$ cat config.mk
export PLATFORM = sky130hd
export DESIGN_NAME = calc_datapath
export DESIGN_NICKNAME = d
export VERILOG_FILES = /design/src/rtl/calc_pkg.sv /design/src/rtl/calc_iter_unit.sv /design/src/rtl/calc_datapath.sv
export SDC_FILE = /design/constraint.sdc
export NUM_CORES = 1
export LEC_CHECK = 0
export ABC_AREA = 0
export ABC_CLOCK_PERIOD_IN_PS = 5460
export BUFFER_PORTS_ARGS = -buffer_cell sky130_fd_sc_hd__buf_2
export CORE_MARGIN = 10
export CORE_UTILIZATION = 35
export CTS_CLUSTER_SIZE = 8
export DETAILED_ROUTE_END_ITERATION = 16
export GPL_TIMING_DRIVEN = 0
export REMOVE_ABC_BUFFERS = 1
export SLEW_MARGIN = 0
export SYNTH_ARGS = -nofsm -noshare
export SYNTH_HDL_FRONTEND = slang
export SYNTH_HIERARCHICAL = 1
export SYNTH_SLANG_ARGS = --single-unit
$ cat constraint.sdc
create_clock -name clock_i -period 5.46 [get_ports clock_i]
set_input_delay 0 -clock clock_i [delete_from_list [all_inputs] [get_ports clock_i]]
set_output_delay 0 -clock clock_i [all_outputs]
set_load 0.1 [all_outputs]
$ cat src/rtl/calc_pkg.sv
// rtl/calc_pkg.sv - shared opcode, SIGNAL bit index and width constants for the calculator datapath
package calc_pkg;

  localparam int FCT_WIDTH = 3;
  localparam int SIG_WIDTH = 4;

  localparam logic [FCT_WIDTH-1:0] OP_ADD = 3'd0;
  localparam logic [FCT_WIDTH-1:0] OP_SUB = 3'd1;
  localparam logic [FCT_WIDTH-1:0] OP_AND = 3'd2;
  localparam logic [FCT_WIDTH-1:0] OP_OR  = 3'd3;
  localparam logic [FCT_WIDTH-1:0] OP_XOR = 3'd4;
  localparam logic [FCT_WIDTH-1:0] OP_MUL = 3'd5;
  localparam logic [FCT_WIDTH-1:0] OP_DIV = 3'd6;
  localparam logic [FCT_WIDTH-1:0] OP_MOD = 3'd7;

  localparam int SIG_ZERO = 0;
  localparam int SIG_NEG  = 1;
  localparam int SIG_DBZ  = 2;
  localparam int SIG_OVF  = 3;

  function automatic logic is_iter_op(input logic [FCT_WIDTH-1:0] op);
    return (op == OP_MUL) || (op == OP_DIV) || (op == OP_MOD);
  endfunction

endpackage

$ cat src/rtl/calc_iter_unit.sv
// rtl/calc_iter_unit.sv - iterative shift-add multiplier / restoring divider for MUL, DIV and MOD
// Build option CALC_SIGNED_EN: iterates on magnitudes, then one fix-up cycle restores signs.
module calc_iter_unit
  import calc_pkg::*;
#(
  parameter int WIDTH = 8
) (
  input  logic                 clock_i,
  input  logic                 reset_i,
  input  logic                 start,
  input  logic                 abort,
  input  logic [FCT_WIDTH-1:0] op,
  input  logic [WIDTH-1:0]     a,
  input  logic [WIDTH-1:0]     b,
  output logic                 busy,
  output logic                 valid,
  output logic [WIDTH-1:0]     result,
  output logic                 ovf,
  output logic                 dbz
);

  localparam int CW = $clog2(WIDTH + 2);
`ifdef CALC_SIGNED_EN
  localparam logic [CW-1:0] LAST = CW'(WIDTH);
`else
  localparam logic [CW-1:0] LAST = CW'(WIDTH - 1);
`endif

  logic                 r_busy;
  logic                 r_dbz;
  logic [CW-1:0]        r_cnt;
  logic [FCT_WIDTH-1:0] r_op;
  logic [WIDTH-1:0]     r_hi;
  logic [WIDTH-1:0]     r_lo;
  logic [WIDTH-1:0]     r_b;
  logic [WIDTH-1:0]     w_mag_a;
  logic [WIDTH-1:0]     w_mag_b;
  logic [WIDTH-1:0]     w_addend;
  logic [WIDTH-1:0]     w_hi_nx;
  logic [WIDTH-1:0]     w_lo_nx;
  logic [WIDTH-1:0]     w_fin_hi;
  logic [WIDTH-1:0]     w_fin_lo;
  logic [WIDTH:0]       w_sum;
  logic [WIDTH:0]       w_rem_sh;
  logic [WIDTH:0]       w_trial;

`ifdef CALC_SIGNED_EN
  logic r_neg;
  assign w_mag_a  = a[WIDTH-1] ? -a : a;
  assign w_mag_b  = b[WIDTH-1] ? -b : b;
  assign w_fin_hi = r_hi;
  assign w_fin_lo = r_lo;
`else
  assign w_mag_a  = a;
  assign w_mag_b  = b;
  // Unsigned results come straight off the last iteration so S lands WIDTH edges after launch.
  assign w_fin_hi = w_hi_nx;
  assign w_fin_lo = w_lo_nx;
`endif

  assign busy     = r_busy;
  assign valid    = r_busy && (r_cnt == LAST);
  assign dbz      = r_dbz;
  assign w_addend = r_lo[0] ? r_b : '0;

  // {r_hi, r_lo} is the product pair for MUL and the {remainder, quotient} pair for DIV/MOD.
  always_comb begin
    w_sum    = {1'b0, r_hi} + {1'b0, w_addend};
    w_rem_sh = {r_hi, r_lo[WIDTH-1]};
    w_trial  = w_rem_sh - {1'b0, r_b};
    if (r_op == OP_MUL) begin
      w_hi_nx = w_sum[WIDTH:1];
      w_lo_nx = {w_sum[0], r_lo[WIDTH-1:1]};
    end else if (!w_trial[WIDTH]) begin
      w_hi_nx = w_trial[WIDTH-1:0];
      w_lo_nx = {r_lo[WIDTH-2:0], 1'b1};
    end else begin
      w_hi_nx = w_rem_sh[WIDTH-1:0];
      w_lo_nx = {r_lo[WIDTH-2:0], 1'b0};
    end
  end

  always_comb begin
    result = w_fin_lo;
    ovf    = 1'b0;
`ifdef CALC_SIGNED_EN
    case (r_op)
      OP_MUL: begin
        result = r_neg ? -w_fin_lo : w_fin_lo;
        ovf    = (|w_fin_hi) || (w_fin_lo[WIDTH-1] && (!r_neg || (|w_fin_lo[WIDTH-2:0])));
      end
      OP_MOD: result = r_neg ? -w_fin_hi : w_fin_hi;
      default: begin
        if (r_dbz) begin
          result = '1;
        end else begin
          result = r_neg ? -w_fin_lo : w_fin_lo;
          ovf    = !r_neg && w_fin_lo[WIDTH-1];
        end
      end
    endcase
`else
    case (r_op)
      OP_MUL:  ovf = |w_fin_hi;
      OP_MOD:  result = w_fin_hi;
      default: result = w_fin_lo;
    endcase
`endif
  end

  always_ff @(posedge clock_i or posedge reset_i) begin
    if (reset_i) begin
      r_busy <= 1'b0;
      r_dbz  <= 1'b0;
      r_cnt  <= '0;
      r_op   <= '0;
      r_hi   <= '0;
      r_lo   <= '0;
      r_b    <= '0;
`ifdef CALC_SIGNED_EN
      r_neg  <= 1'b0;
`endif
    end else if (abort) begin
      r_busy <= 1'b0;
    end else if (start && !r_busy) begin
      r_busy <= 1'b1;
      r_cnt  <= '0;
      r_op   <= op;
      r_hi   <= '0;
      r_lo   <= w_mag_a;
      r_b    <= w_mag_b;
      r_dbz  <= (op != OP_MUL) && (b == '0);
`ifdef CALC_SIGNED_EN
      r_neg  <= (op == OP_MOD) ? a[WIDTH-1] : (a[WIDTH-1] ^ b[WIDTH-1]);
`endif
    end else if (r_busy) begin
      if (r_cnt == LAST) begin
        r_busy <= 1'b0;
      end else begin
        r_hi  <= w_hi_nx;
        r_lo  <= w_lo_nx;
        r_cnt <= r_cnt + CW'(1);
      end
    end
  end

endmodule

$ cat src/rtl/calc_datapath.sv
// rtl/calc_datapath.sv - calculator A/B/FCT/S/SIGNAL registers, single-cycle ALU and done generation
// Build option CALC_SIGNED_EN: two's complement operands; iterative ops take WIDTH+1 cycles.
module calc_datapath #(
  parameter int WIDTH     = 8,
  parameter int FCT_WIDTH = calc_pkg::FCT_WIDTH
) (
  input  logic                 clock_i,
  input  logic                 reset_i,
  input  logic                 a_we_i,
  input  logic                 a_rst_i,
  input  logic                 b_we_i,
  input  logic                 b_rst_i,
  input  logic                 fct_we_i,
  input  logic                 fct_rst_i,
  input  logic                 s_we_i,
  input  logic                 s_rst_i,
  input  logic                 signal_we_i,
  input  logic                 signal_rst_i,
  input  logic [WIDTH-1:0]     a_data_i,
  input  logic [WIDTH-1:0]     b_data_i,
  input  logic [FCT_WIDTH-1:0] fct_data_i,
  output logic [WIDTH-1:0]     s_o,
  output logic [3:0]           signal_o,
  output logic                 busy_o,
  output logic                 done_o
);
  import calc_pkg::*;

  logic [WIDTH-1:0]     r_a;
  logic [WIDTH-1:0]     r_b;
  logic [WIDTH-1:0]     r_s;
  logic [FCT_WIDTH-1:0] r_fct;
  logic [3:0]           r_signal;
  logic                 r_done;
  logic                 r_sig_pend;
  logic [WIDTH-1:0]     w_alu;
  logic [WIDTH-1:0]     w_iter_res;
  logic [3:0]           w_alu_sig;
  logic [3:0]           w_iter_sig;
  logic                 w_carry;
  logic                 w_alu_ovf;
  logic                 w_is_iter;
  logic                 w_launch;
  logic                 w_busy;
  logic                 w_valid;
  logic                 w_iter_ovf;
  logic                 w_iter_dbz;

  assign w_is_iter = is_iter_op(r_fct);
  assign w_launch  = s_we_i && !s_rst_i && !w_busy;

  calc_iter_unit #(
    .WIDTH (WIDTH)
  ) u_iter (
    .clock_i (clock_i),
    .reset_i (reset_i),
    .start   (w_launch && w_is_iter),
    .abort   (s_rst_i),
    .op      (r_fct),
    .a       (r_a),
    .b       (r_b),
    .busy    (w_busy),
    .valid   (w_valid),
    .result  (w_iter_res),
    .ovf     (w_iter_ovf),
    .dbz     (w_iter_dbz)
  );

  always_comb begin
    w_carry = 1'b0;
    w_alu   = '0;
    case (r_fct)
      OP_ADD:  {w_carry, w_alu} = {1'b0, r_a} + {1'b0, r_b};
      OP_SUB:  {w_carry, w_alu} = {1'b0, r_a} - {1'b0, r_b};
      OP_AND:  w_alu = r_a & r_b;
      OP_OR:   w_alu = r_a | r_b;
      OP_XOR:  w_alu = r_a ^ r_b;
      default: w_alu = '0;
    endcase
`ifdef CALC_SIGNED_EN
    // Carry into the MSB differs from carry out exactly on signed overflow, for ADD and SUB alike.
    w_alu_ovf = ((r_fct == OP_ADD) || (r_fct == OP_SUB)) &&
                (w_carry ^ r_a[WIDTH-1] ^ r_b[WIDTH-1] ^ w_alu[WIDTH-1]);
`else
    w_alu_ovf = w_carry;
`endif
    w_alu_sig            = '0;
    w_alu_sig[SIG_OVF]   = w_alu_ovf;
    w_alu_sig[SIG_NEG]   = w_alu[WIDTH-1];
    w_alu_sig[SIG_ZERO]  = (w_alu == '0);
    w_iter_sig           = '0;
    w_iter_sig[SIG_OVF]  = w_iter_ovf;
    w_iter_sig[SIG_DBZ]  = w_iter_dbz;
    w_iter_sig[SIG_NEG]  = w_iter_res[WIDTH-1];
    w_iter_sig[SIG_ZERO] = (w_iter_res == '0);
  end

  always_ff @(posedge clock_i or posedge reset_i) begin
    if (reset_i) begin
      r_a        <= '0;
      r_b        <= '0;
      r_fct      <= '0;
      r_s        <= '0;
      r_signal   <= '0;
      r_done     <= 1'b0;
      r_sig_pend <= 1'b0;
    end else begin
      r_done <= 1'b0;
      if (a_rst_i)        r_a <= '0;
      else if (a_we_i)    r_a <= a_data_i;
      if (b_rst_i)        r_b <= '0;
      else if (b_we_i)    r_b <= b_data_i;
      if (fct_rst_i)      r_fct <= '0;
      else if (fct_we_i)  r_fct <= fct_data_i;

      if (s_rst_i) begin
        r_s <= '0;
      end else if (w_launch && !w_is_iter) begin
        r_s    <= w_alu;
        r_done <= 1'b1;
      end else if (w_valid) begin
        r_s    <= w_iter_res;
        r_done <= 1'b1;
      end

      if (w_launch && w_is_iter) r_sig_pend <= signal_we_i;

      // An aborted operation never reaches SIGNAL.
      if (signal_rst_i)                                        r_signal <= '0;
      else if (w_launch && !w_is_iter && signal_we_i)           r_signal <= w_alu_sig;
      else if (!s_rst_i && w_valid && r_sig_pend)               r_signal <= w_iter_sig;
    end
  end

  assign s_o      = r_s;
  assign signal_o = r_signal;
  assign busy_o   = w_busy;
  assign done_o   = r_done;

endmodule

==> summary.txt, run 1 <==
========================================================================================
Reg2reg path depth ........................................................            6
Setup violators final .....................................................            0
Distinct cell type count of the synthesized netlist .......................           76
Mean cell area of the mapped netlist ......................................   8.71 sq um
Total design power ........................................................      1.90 mW
Number of antenna violations at the first check in global routing .........            0
Worst max-slew margin expressed relative to the limit .....................       0.0730
Sequential area share after synthesis .....................................        0.314
Crit-path most repeated cell .............................................. sky130_fd_sc_hd__nor2_1
Max Transition Viols Final ................................................            0
VDD IR max ................................................................   0.000210 V
Wire length reported by the detailed router ............................... 15300 microns
Instance count of the mapped netlist ......................................          603
DP Cell Count .............................................................          805
Ordered list of cells on the worst path ................................... nor2_1 > nor3_1 > nand2b_1 > nor2_1 > nand4_1 > nand2_1
Switching component of the power ..........................................       682 uW
RR Endpoint ............................................................... u_iter/dbz$_DFFE_PP0P_
Area of the placeable core ................................................ 0.0146 sq mm
Clock sinks ...............................................................           66
CTS tree ..................................................................          yes
Post-CTS Setup Repair Bufs ................................................            0
Run status ................................................................ finished, final reports clean
Via count .................................................................         4752
Root Buffer ............................................................... sky130_fd_sc_hd__clkbuf_16
Area growth from synthesis to layout ......................................        19.7%
Cell internal power dissipation ...........................................      1.22 mW
Max capacitance violation total ...........................................            0
Slack of the worst reg-to-reg path ........................................      1410 ps
Number of warnings printed during yosys synthesis .........................            6
DRC Markers ...............................................................            0
Final std cells w/o fill ..................................................          860
Worst slack at placement ..................................................      1540 ps
Number of routed nets with antenna violations .............................            0
Area fraction of the dominant cell type after synthesis ...................        0.314
First-pass GRT wire length ................................................ 24500 microns
# nets final ..............................................................          747
Portion of total power attributed to the clock network ....................        0.331
Die span in x .............................................................  143 microns
Skew-Pair Late Insertion Delay ............................................       340 ps
Launch instance of the worst register-to-register path .................... r_fct[0]$_DFFE_PP0P_
EDFF count, synth .........................................................            0
Worst-case hold path end point ............................................ r_a[6]$_DFFE_PP0P_
Number of global-route vias before repair .................................         4641
Global-route usage over all layers ........................................        0.151
Fraction of the cycle the final worst path needs ..........................        0.741
Hold path startpoint ......................................................       a_we_i
Hold Slack ................................................................      97.4 ps
Worst-Margin Slew .........................................................      1390 ps
GP Congestion .............................................................        0.895
Leading post-synthesis cells by instance count ............................ sky130_fd_sc_hd__dfrtp_1, sky130_fd_sc_hd__o21ai_0, sky130_fd_sc_hd__nor2_1
H-Tree Depth ..............................................................            3
Die Y .....................................................................  143 microns
Areal power density over the cells ........................................  302 mW/mm^2
Quantity of I/O buffers inserted on ports .................................           44
Worst-path maximum fanout .................................................           37
Cell with the biggest individual delay on the critical path ............... sky130_fd_sc_hd__nor2_1
Total half-perimeter wirelength after legalization and detailed placement . 11200 microns
Number of inserted diodes .................................................            0
Mapped Area ............................................................... 0.00526 sq mm
Register share of total power .............................................        0.321
Kind of start point of the critical path ..................................    flip-flop
Dominant cell by count in the synthesized netlist ......................... sky130_fd_sc_hd__dfrtp_1
IO Pins ...................................................................           45
Seq cells post-synth ......................................................           66
Full die area ............................................................. 0.0203 sq mm
Leakage ...................................................................      3.02 nW
Wire length per cell ...................................................... 17.8 microns
Cell type with the largest total area after synthesis ..................... sky130_fd_sc_hd__dfrtp_1
Number of detailed-route iterations in the first pass .....................            8
Hold Path Depth ...........................................................            3
Total CTS buffers .........................................................            9
Maximum number of pins on one net before global-route repair ..............           38
Mean number of vias per cell ..............................................         5.53
Logic gate share of total power ...........................................        0.348
Starting density of the core ..............................................        0.359
Switching share of power ..................................................        0.360
Post-layout min period ....................................................      4050 ps
Synth top area cells ...................................................... sky130_fd_sc_hd__dfrtp_1, sky130_fd_sc_hd__ha_1, sky130_fd_sc_hd__mux2i_1
Proportion of layout cells with a drive suffix above 1 ....................        0.141
Clk pin slew, worst setup/hold paths ......................................        60 ps
Setup slack of the critical path after layout .............................      1410 ps
Share of synthesized registers carrying an async set or reset .............         1.00
Drt initial violations ....................................................          416
Required arrival time at the worst endpoint ...............................      5730 ps
Kind of end point of the critical path ....................................    flip-flop
Classification of the worst setup path .................................... flip-flop to flip-flop
Largest buffer count on any clock path ....................................            2
Prevailing post-synth register cell ....................................... sky130_fd_sc_hd__dfrtp_1
Number of hold violations in the final report .............................            0
Setup repair after global routing missed its margin .......................           no
Site Rows .................................................................           44
Crit path largest cell delay ..............................................      1110 ps
Data arrival time of the critical path ....................................      4320 ps
Achievable clock frequency ................................................      247 MHz
Final worst clock skew ....................................................      6.60 ps
Path class of the lowest-slack min-delay path ............................. input port to flip-flop
Total negative slack ......................................................         0 ps
GRT overflow ..............................................................            0
========================================================================================
[critical path, delay by kind of cell, from the launching register on]
kind / cells / cell delay [ps]
and+or+nand+nor: 6 / 2900
DFF: 1 / 1070
[how the worst max path moves through the flow]
stage	from	end
finish	r_fct[0]$_DFFE_PP0P_	u_iter/dbz$_DFFE_PP0P_
global route	r_fct[0]$_DFFE_PP0P_	u_iter/dbz$_DFFE_PP0P_
CTS	r_fct[0]$_DFFE_PP0P_	u_iter/dbz$_DFFE_PP0P_
detailed placement	r_fct[0]$_DFFE_PP0P_	u_iter/r_op[2]$_DFFE_PP0P_
global placement	r_fct[0]$_DFFE_PP0P_	u_iter/r_cnt[2]$_DFFE_PP0P_
floorplan	u_iter/busy$_DFF_PP0_	u_iter/r_cnt[2]$_DFFE_PP0P_
[layout by cell type, fill, tap and decap left out, drive strengths merged, types with 15 or more instances in the layout]
master / Yosys / routed
dfrtp: 66 / 66
nand3: 15 / 15
nor2: 54 / 54
nand2: 52 / 52
dlygate4sd3: 0 / 39
a21oi: 25 / 25
o21ai: 56 / 56
buf: 12 / 45
inv: 40 / 40
mux2i: 35 / 35
ha: 41 / 41
[layout make-up]
cell class | count | area [sq um]
Tap cell | 184 | 230
Clock inverter | 6 | 80.1
Timing Repair Buffer | 84 | 622
Fill cell | 1428 | 8360
Inverter | 40 | 150
Multi-Input combinational cell | 470 | 3320
Clock buffer | 10 | 239
Sequential cell | 66 | 1650
[power by group through the flow]
stage	Clock (mW)	Combinational, mW	Sequential, mW
floorplan	0	0.451	0.626
detailed placement	0	0.626	0.615
finish	0.629	0.660	0.610
CTS	0.641	0.652	0.608
global placement	0	0.613	0.614
global route	0.664	0.727	0.617
[per-layer routing]
layer | track usage | vias up | share of wire
met4 | 0.0516 | 0 | 0.020
met3 | 0.0411 | 16 | 0.064
met5 | 0 | - | 0
li1 | - | 2319 | -
met2 | 0.241 | 169 | 0.47
met1 | 0.194 | 2248 | 0.45
[logic make-up (layout without fill, tap and decap cells)]
family,count (synthesis),after routing,synth area share
adders and majority gates,45,45,0.113
xor gates and xnor gates,11,11,0.0183
AOI/OAI and AO/OA,166,166,0.213
and+or+nand+nor,203,203,0.198
muxes,45,45,0.0888
DFF,66,66,0.314
buffers and inverters,67,140,0.0548
[what timing repair did]
item,CTS,global route
hold buffers,38,1
hold endpoints to repair,27,66
resized for setup,0,0
[per-stage QoR]
| stage | instance area (sq um) | utilization |
|---|---|---|
| after floorplan | 5120 | - |
| after global placement | 5570 | 0.380 |
| after detailed placement | 5580 | 0.381 |
| after CTS | 6280 | 0.429 |
| after global routing | 6290 | 0.429 |
| final | 6290 | 0.429 |
[flip-flops by register name (all words and copies together) (netlist names), 4 cells and up]
| register | flops |
|---|---|
| s_o | 8 |
| u_iter/r_hi | 8 |
| r_b | 8 |
| u_iter/r_lo | 8 |
| signal_o | 4 |
| r_a | 8 |
| u_iter/r_cnt | 4 |
| u_iter/r_b | 8 |
(Power assumes the default switching activity.)
==> run 2, diff against run 1 <==
--- a/config.mk
+++ b/config.mk
@@ -6,7 +6,7 @@
 export NUM_CORES = 1
 export LEC_CHECK = 0
 export ABC_AREA = 0
-export ABC_CLOCK_PERIOD_IN_PS = 5460
+export ABC_CLOCK_PERIOD_IN_PS = 3800
 export BUFFER_PORTS_ARGS = -buffer_cell sky130_fd_sc_hd__buf_2
 export CORE_MARGIN = 10
 export CORE_UTILIZATION = 35
==> constraint.sdc (replaced) <==
create_clock -name clock_i -period 3.8 [get_ports clock_i]
set_input_delay 0 -clock clock_i [delete_from_list [all_inputs] [get_ports clock_i]]
set_output_delay 0 -clock clock_i [all_outputs]
set_load 0.1 [all_outputs]
==> run 2 against run 1 <==
- utilization is 0.060 points higher
- hold slack lost 2.4 ps
- combinational power rose by 44%
- sequential cell count unchanged
- routed wire length barely moved
- non-clock buffer count unchanged
- via count shrank 0.11%
- critical endpoint is now signal_o[0]$_DFFE_PP0P_
- largest power group unchanged
- highest routed layer unchanged
==> summary.txt, run 2 (synthesis results as in run 1) <==
========================================================================================
Clk pin slew, worst setup/hold paths ......................................        60 ps
Areal power density over the cells ........................................  434 mW/mm^2
Switching component of the power ..........................................       984 uW
Hold path startpoint ......................................................       a_we_i
Maximum number of pins on one net before global-route repair ..............           38
RR Endpoint ............................................................... signal_o[0]$_DFFE_PP0P_
Max capacitance violation total ...........................................            0
Crit path largest cell delay ..............................................       430 ps
Root Buffer ............................................................... sky130_fd_sc_hd__clkbuf_16
Final worst clock skew ....................................................      7.47 ps
IO Pins ...................................................................           45
Area of the placeable core ................................................ 0.0146 sq mm
Clock sinks ...............................................................           66
Die Y .....................................................................  143 microns
Area growth from synthesis to layout ......................................        19.8%
First-pass GRT wire length ................................................ 24600 microns
Starting density of the core ..............................................        0.359
Setup repair after global routing missed its margin .......................           no
Wire length per cell ...................................................... 17.8 microns
Classification of the worst setup path .................................... flip-flop to flip-flop
Most common cell after layout, fill and taps aside ........................ sky130_fd_sc_hd__dfrtp_1
Cell with the biggest individual delay on the critical path ............... sky130_fd_sc_hd__fa_1
Number of antenna violations at the first check in global routing .........            0
Worst-path maximum fanout .................................................            5
GRT overflow ..............................................................            0
Data arrival time of the critical path ....................................      3740 ps
Cell internal power dissipation ...........................................      1.75 mW
VDD IR max ................................................................   0.000303 V
Worst-case hold path end point ............................................ r_a[6]$_DFFE_PP0P_
Drt initial violations ....................................................          423
Wire length reported by the detailed router ............................... 15300 microns
Largest buffer count on any clock path ....................................            2
GP Congestion .............................................................        0.895
Path class of the lowest-slack min-delay path ............................. input port to flip-flop
Fraction of the cycle the final worst path needs ..........................        0.920
Full die area ............................................................. 0.0203 sq mm
Required arrival time at the worst endpoint ...............................      4050 ps
H-Tree Depth ..............................................................            3
Launch instance of the worst register-to-register path .................... u_iter/r_lo[7]$_DFFE_PP0P_
Number of global-route vias before repair .................................         4647
Logic gate share of total power ...........................................        0.348
DRC Markers ...............................................................            0
Cell family with the largest share of critical-path delay ................. simple AND/OR/NAND/NOR gates
Max Transition Viols Final ................................................            0
Via count .................................................................         4747
Number of hold violations in the final report .............................            0
Die span in x .............................................................  143 microns
Setup violators final .....................................................            0
Kind of start point of the critical path ..................................    flip-flop
Number of inserted filler cells in the final layout .......................         1431
Number of detailed-route iterations in the first pass .....................            5
Total CTS buffers .........................................................            9
Total negative slack ......................................................         0 ps
Quantity of I/O buffers inserted on ports .................................           44
Most frequent cells in the layout ......................................... sky130_fd_sc_hd__dfrtp_1, sky130_fd_sc_hd__o21ai_0, sky130_fd_sc_hd__nor2_1, sky130_fd_sc_hd__nand2_1, sky130_fd_sc_hd__buf_2
Skew-Pair Late Insertion Delay ............................................       340 ps
Worst max-slew margin expressed relative to the limit .....................        0.341
Total half-perimeter wirelength after legalization and detailed placement . 11200 microns
Placed cell area .......................................................... 0.00558 sq mm
Run status ................................................................ finished, final reports clean
Global-route usage over all layers ........................................        0.152
Proportion of layout cells with a drive suffix above 1 ....................        0.145
Number of routed nets with antenna violations .............................            0
Hold Path Depth ...........................................................            3
Post-layout min period ....................................................      3490 ps
CTS tree ..................................................................          yes
Register share of total power .............................................        0.320
Portion of total power attributed to the clock network ....................        0.332
Slack of the worst reg-to-reg path ........................................       310 ps
Reg2reg path depth ........................................................           16
Worst-Margin Slew .........................................................       986 ps
Mean number of vias per cell ..............................................         5.52
Site Rows .................................................................           44
Ordered list of cells on the worst path ................................... inv_1 > ha_1 > inv_1 > fa_1 > a21oi_2 > o2111ai_1 > nand3_1 > nand2_2 > mux2_4 > a21oi_2 > mux2i_1 > nor4_1 > nand2_1 > o21ai_0 > nand3b_1 > o31ai_2
Achievable clock frequency ................................................      286 MHz
Number of buffers and inverters on the critical path ......................            2
Switching share of power ..................................................        0.360
# nets final ..............................................................          747
Number of inserted diodes .................................................            0
Kind of end point of the critical path ....................................    flip-flop
Leakage ...................................................................      3.02 nW
Post-route cell area ...................................................... 0.00630 sq mm
========================================================================================
run 2: cell types whose count changed in the layout (fill, tap and decap cells not counted):
cell	change
sky130_fd_sc_hd__o31ai_1	-1
sky130_fd_sc_hd__nor2_2	+1
sky130_fd_sc_hd__dfrtp_1	-1
sky130_fd_sc_hd__nor2_1	-1
sky130_fd_sc_hd__dfrtp_2	+1
sky130_fd_sc_hd__o31ai_2	+1
run 2: worst reg2reg max path, stage by stage (launching register included):
cell and delay (ps):
sky130_fd_sc_hd__dfrtp_1 380, sky130_fd_sc_hd__inv_1 110, sky130_fd_sc_hd__ha_1 180, sky130_fd_sc_hd__inv_1 50, sky130_fd_sc_hd__fa_1 430, sky130_fd_sc_hd__a21oi_2 200, sky130_fd_sc_hd__o2111ai_1 200, sky130_fd_sc_hd__nand3_1 250
sky130_fd_sc_hd__nand2_2 140, sky130_fd_sc_hd__mux2_4 330, sky130_fd_sc_hd__a21oi_2 220, sky130_fd_sc_hd__mux2i_1 180, sky130_fd_sc_hd__nor4_1 300, sky130_fd_sc_hd__nand2_1 100, sky130_fd_sc_hd__o21ai_0 180, sky130_fd_sc_hd__nand3b_1 110
sky130_fd_sc_hd__o31ai_2 60
run 2: how the worst max path moves through the flow:
stage | start | end | depth (start not counted)
global placement | r_fct[0]$_DFFE_PP0P_ | u_iter/r_cnt[2]$_DFFE_PP0P_ | 7
detailed placement | r_fct[0]$_DFFE_PP0P_ | u_iter/r_op[2]$_DFFE_PP0P_ | 5
CTS | r_fct[0]$_DFFE_PP0P_ | u_iter/r_op[2]$_DFFE_PP0P_ | 5
global route | u_iter/r_lo[0]$_DFFE_PP0P_ | signal_o[3]$_DFFE_PP0P_ | 15
floorplan | u_iter/busy$_DFF_PP0_ | u_iter/r_cnt[2]$_DFFE_PP0P_ | 7
finish | u_iter/r_lo[7]$_DFFE_PP0P_ | signal_o[0]$_DFFE_PP0P_ | 16
run 2: power groups by stage:
stage | logic (mW) | clock network (mW) | registers (mW)
floorplan | 0.648 | 0 | 0.899
global placement | 0.881 | 0 | 0.882
detailed placement | 0.899 | 0 | 0.883
CTS | 0.937 | 0.921 | 0.874
global route | 1.05 | 0.954 | 0.887
finish | 0.951 | 0.906 | 0.876
run 2: layer usage:
metal / GRT usage / part of all wire
met3: 0.0411 / 0.064
met5: 0 / 0
met1: 0.194 / 0.45
met2: 0.241 / 0.47
met4: 0.0516 / 0.023
run 2: cell type report:
type | count | area (sq um) | area share
repair buffers | 84 | 622 | 0.0987
multi-input cells | 470 | 3320 | 0.528
inverters | 40 | 150 | 0.0238
clock inverters | 6 | 80.1 | 0.0127
clock buffers | 10 | 239 | 0.0379
well taps | 184 | 230 | 0.0366
flip-flops and latches | 66 | 1650 | 0.262
run 2: metrics by stage:
stage,total power [mW],util,instances,hold WS [ps],setup slack (ps)
after floorplan,1.55,-,576,66.2,488
after global placement,1.76,0.380,804,186,-740
after detailed placement,1.78,0.381,805,184,-122
after CTS,2.73,0.429,859,62.1,214
after global routing,2.89,0.430,860,112,34.4
final,2.73,0.430,860,95.1,306
run 2: what timing repair did:
item | in CTS | in global routing
setup buffers | 0 | 0
resized for setup | 1 | 2
hold endpoints to repair | 26 | 66
hold buffers | 38 | 1
setup endpoints to repair | 5 | 6
